File: src/rtl/dm_arbiter.sv
// dm_arbiter: two-port round-robin arbiter/sequencer in front of the
// single-port data memory (dm).
//   clk, rstn          clock, async active-low reset
//   pN_req/wr/loadsel/addr/wdata  request fields, N = 0,1 (held until pN_gnt)
//   pN_gnt             combinational grant, transfer on edge with req & gnt
//   pN_rvalid/rdata/err  registered one-cycle completion (rdata 0 on store/err)
//   dm_wr/loadsel/byte/addr/din  dm controls, driven only during ACCESS
//   dm_dout            dm combinational read data
//   busy               high while an access is in flight (ACCESS)
module dm_arbiter #(
  parameter int AW = 9,
  parameter int DW = 32
) (
  input  logic          clk,
  input  logic          rstn,
  input  logic          p0_req,
  input  logic          p0_wr,
  input  logic [3:0]    p0_loadsel,
  input  logic [AW-1:0] p0_addr,
  input  logic [DW-1:0] p0_wdata,
  output logic          p0_gnt,
  output logic          p0_rvalid,
  output logic [DW-1:0] p0_rdata,
  output logic          p0_err,
  input  logic          p1_req,
  input  logic          p1_wr,
  input  logic [3:0]    p1_loadsel,
  input  logic [AW-1:0] p1_addr,
  input  logic [DW-1:0] p1_wdata,
  output logic          p1_gnt,
  output logic          p1_rvalid,
  output logic [DW-1:0] p1_rdata,
  output logic          p1_err,
  output logic          dm_wr,
  output logic [3:0]    dm_loadsel,
  output logic [1:0]    dm_byte,
  output logic [AW-3:0] dm_addr,
  output logic [DW-1:0] dm_din,
  input  logic [DW-1:0] dm_dout,
  output logic          busy
);
  localparam int NP = 2;

  typedef enum logic {IDLE, ACCESS} state_t;

  typedef struct packed {
    logic          wr;
    logic [3:0]    loadsel;
    logic [AW-1:0] addr;
    logic [DW-1:0] wdata;
  } req_t;

  state_t                  state;
  req_t [NP-1:0]           preq;
  req_t                    lat;
  logic [NP-1:0]           req, gnt, rvalid, err;
  logic [NP-1:0][DW-1:0]   rdata;
  logic                    owner, last_owner, mis, sel;

  assign req     = {p1_req, p0_req};
  assign preq[0] = {p0_wr, p0_loadsel, p0_addr, p0_wdata};
  assign preq[1] = {p1_wr, p1_loadsel, p1_addr, p1_wdata};

  // Byte ops never fault; halfword ops need addr[0]=0; everything else
  // (word ops and unlisted encodings) needs word alignment.
  function automatic logic misaligned(input logic [3:0] ls, input logic [1:0] lo);
    case (ls)
      4'b0001, 4'b0010, 4'b0101: return 1'b0;
      4'b0011, 4'b0100, 4'b0110: return lo[0];
      default:                   return |lo;
    endcase
  endfunction

  // Grant only from IDLE; on a tie the port that did not go last wins.
  always_comb begin
    gnt = '0;
    if (state == IDLE) begin
      if (req[0] && (!req[1] || last_owner)) gnt[0] = 1'b1;
      else if (req[1])                        gnt[1] = 1'b1;
    end
  end
  assign sel = gnt[1];

  always_ff @(posedge clk or negedge rstn) begin
    if (!rstn) begin
      state      <= IDLE;
      lat        <= '0;
      mis        <= 1'b0;
      owner      <= 1'b0;
      last_owner <= 1'b1;
      rvalid     <= '0;
      rdata      <= '0;
      err        <= '0;
    end else begin
      rvalid <= '0;
      case (state)
        IDLE: begin
          if (|gnt) begin
            lat        <= preq[sel];
            owner      <= sel;
            last_owner <= sel;
            mis        <= misaligned(preq[sel].loadsel, preq[sel].addr[1:0]);
            state      <= ACCESS;
          end
        end
        ACCESS: begin
          rvalid[owner] <= 1'b1;
          rdata[owner]  <= (!lat.wr && !mis) ? dm_dout : '0;
          err[owner]    <= mis;
          state         <= IDLE;
        end
        default: state <= IDLE;
      endcase
    end
  end

  assign busy = (state == ACCESS);

  // dm controls are gated by the registered state, so an async reset
  // mid-access drops dm_wr immediately.
  assign dm_wr      = busy & lat.wr & ~mis;
  assign dm_loadsel = busy ? lat.loadsel       : '0;
  assign dm_byte    = busy ? lat.addr[1:0]     : '0;
  assign dm_addr    = busy ? lat.addr[AW-1:2]  : '0;
  assign dm_din     = busy ? lat.wdata         : '0;

  assign p0_gnt    = gnt[0];
  assign p1_gnt    = gnt[1];
  assign p0_rvalid = rvalid[0];
  assign p1_rvalid = rvalid[1];
  assign p0_rdata  = rdata[0];
  assign p1_rdata  = rdata[1];
  assign p0_err    = err[0];
  assign p1_err    = err[1];
endmodule

File: config.mk
export PLATFORM = sky130hd
export DESIGN_NAME = dm_arbiter
export DESIGN_NICKNAME = d
export VERILOG_FILES = /design/src/rtl/dm_arbiter.sv
export SDC_FILE = /design/constraint.sdc
export NUM_CORES = 1
export LEC_CHECK = 0
export ABC_AREA = 1
export CORE_AREA = 2 2 96 98
export DETAILED_ROUTE_END_ITERATION = 6
export DIE_AREA = 0 0 98 100
export DONT_BUFFER_PORTS = 1
export MAX_ROUTING_LAYER = met4
export PLACE_DENSITY_LB_ADDON = 0.3
export REMOVE_ABC_BUFFERS = 1
export SYNTH_ARGS = -nofsm -noshare
export SYNTH_HDL_FRONTEND = slang
export SYNTH_SLANG_ARGS = --single-unit
File: constraint.sdc
create_clock -name clk -period 3.36 [get_ports clk]
set_input_delay 0.672 -clock clk [delete_from_list [all_inputs] [get_ports clk]]
set_output_delay 0.672 -clock clk [all_outputs]
set_load 0.02 [all_outputs]
==> flow_summary_export.csv <==
group,metric,value,unit
status,status,"completed",
clock_tree,clk_latency,0.49,ns
worst_hold_path,hp-class,"input port to asynchronous set/reset pin",
synthesis,ys_warn_count,0,
job,cap_violations,0,
routing,drt-wirelength-per-cell,16.60,µm
clock_tree,cts_resized,0,
power_and_ir_drop,power.density,1090,nW/µm²
routing,vias,4193,
power_and_ir_drop,leakagePower,2.968,nW
setup_path,rrSetupSlack,1.05,ns
clock_tree,hold_buffers,2,
timing,finalHoldViolations,0,
timing,final.min_clock_period,2.736,ns
clock_tree,cts_tree,"yes",
clock_tree,postCtsSetupRepairBufs,0,
final_layout,drive_gt1_frac,0.08075,
placement,portBuffers,0,
global_route,grt_usage,0.2634,
setup_path,r2r_start,"busy",
synthesis,yosysUniqueCellTypes,21,
final_layout,final_common_cell,"nand2_1",
final_layout,insertedDiodeCount,0,
setup_path,reg2reg_to,"lat[4]",
clock_tree,clk_path_buf_depth,2,
synthesis,ys_seq_area_frac,0.5675,
timing,final.setup.tns,0,ns
placement,dp_hpwl,8.409,mm
global_route,antenna_found_initial,0,
setup_path,critPathMaxStageDelay,0.65,ns
synthesis,synth_area_leader_cell,"dfrtp_1",
power_and_ir_drop,ir_drop,0.4252,mV
die,fp.coreArea,8890,µm²
clock_tree,ctsHtreeMaxLevel,4,
synthesis,synthesis.area,5205,µm²
setup_path,crit_slowest_cell,"dfrtp_2",
final_layout,utilization,0.6550,
setup_path,path_delay_family,"flip-flops",
clock_tree,cts_buffers,17,
final_layout,nFillCells,734,
setup_path,crit_buf_inv,1,
final_layout,fin_cells,755,
final_layout,num-nets-final,759,
timing,finClkSkew,0.009013,ns
power_and_ir_drop,p_total,0.006345,W
placement,dp.cells,721,
die,die_area,9800,µm²
synthesis,syn_inst,645,
synthesis,ys_ff_latch,118,
clock_tree,clk_pin_slew,0.06,ns
die,fp.dieH,100,µm
timing,slew_headroom,0.3385,
setup_path,worstSetupStartpointType,"register",
setup_path,cp.arrival,2.06,ns
final_layout,area_growth,11.87,%
timing,rsz0062_at_grt,"no",
clock_tree,cts-root-buf,"clkbuf_8",
setup_path,crit_required,2.69,ns
setup_path,path_cells,"buf_4 > nand2_1 > nor2_1",
setup_path,crit_path_end_kind,"output pin",
timing,setup_violations,0,
die,io_pins,245,
global_route,grt_pass1_vias,4044,
timing,slew_viol_final,0,
timing,post-route-period-util,0.8143,
timing,worst_pin_slew,0.9888,ns
die,die_w,98,µm
global_route,grt_max_degree,118,
clock_tree,clkSinkCount,118,
die,start_util,0.5855,
setup_path,critPathKind,"register to output pin",
placement,gp_congestion,0.8441,
synthesis,synth_top_area_frac,0.5625,
synthesis,synth.top_cells.by_area,"dfrtp_1, nand2_1, o21ai_0, a31oi_1, inv_1",
setup_path,rr_worst_depth,5,
setup_path,cp_max_fo,34,
synthesis,avgSynthCellArea,8.070,µm²
timing,fmaxAchievable,365.5,MHz
routing,drt-initial-drc-count,182,
final_layout,layout_common_cells,"nand2_1, dfrtp_1, o21ai_0",
routing,via_per_inst,5.554,
global_route,grt_pass1_wl,20.05,mm
routing,totalWireLength,12.53,mm
die,rows,35,
routing,drcViolationCount,0,
routing,firstDrtPassIters,5,
global_route,globalRouteOverflowTotal,0,
routing,antenna_left,0,
[cell usage after synthesis, drive strengths merged]
master  instances
a21oi           1
a31oi          40
buf            22
clkbuf         18
dfrtp         117
dfstp           1
inv            60
nand2         254
nand3           4
nand3b          4
nor2           46
o21ai          76
or2             2
[metrics by stage]
stage	area, µm²	hold WS [ns]	worst slack (ns)
global route	5823	0.1531	0.5178
global placement	5206	0.3787	1.121
CTS	5823	0.1437	0.5874
floorplan	5024	0.3764	0.1331
detailed placement	5206	0.3786	1.007
finish	5823	0.1204	0.6238
[layout make-up]
cell class / count / area (µm²) / share of cell area
multi-input combinational: 427 / 1849 / 0.3176
sequential: 118 / 2955 / 0.5075
timing repair buffer: 7 / 75.07 / 0.01289
inverter: 60 / 225.2 / 0.03868
clock buffer: 18 / 427.9 / 0.07349
clock inverter: 14 / 151.4 / 0.02600
tap: 111 / 138.9 / 0.02385
[state kept, by name (all words and copies together) (netlist names)]
register	count
busy	1
err	2
last_owner	1
lat	46
mis	1
owner	1
p0_rdata	32
p1_rdata	32
rvalid	2
[where the power goes]
part           leakage (nW)  switching, W  internal (W)
combinational          1.21       0.00111      0.000434
sequential             1.48      0.000977       0.00209
clock                 0.281      0.000650       0.00108
total                  2.97       0.00274       0.00361
[layer usage]
metal  global-route usage  part of all wire
met2               0.4326              0.50
met4              0.05876             0.011
met5                    -                 0
met1               0.3205              0.40
met3              0.08844             0.086
[worst register-to-register path, delay by kind of cell (launching register included)]
family / cells / cell delay, ns
flip-flops: 1 / 0.58
AO/OA/AOI/OAI: 1 / 0.23
buffers and inverters: 1 / 0.59
AND/OR/NAND/NOR: 3 / 0.74
[worst max path at each step]
stage,slack (ns),from,depth (start not counted),end
floorplan,0.13,busy,7,mis
global placement,1.12,p1_req,6,lat[34]
detailed placement,1.01,p1_req,6,lat[40]
CTS,0.59,busy,3,dm_wr
global route,0.52,busy,3,dm_wr
finish,0.62,busy,3,dm_wr
[cells by family (layout without fill, tap and decap cells)]
kind of cell           Yosys count  count (layout)  synth area share
DFF                            118             118            0.5675
AOI/OAI and AO/OA              117             117            0.1221
and+or+nand+nor                310             310            0.2322
buffers and inverters          100              99           0.07813
No activity file was read; power rests on OpenSTA's default activity.
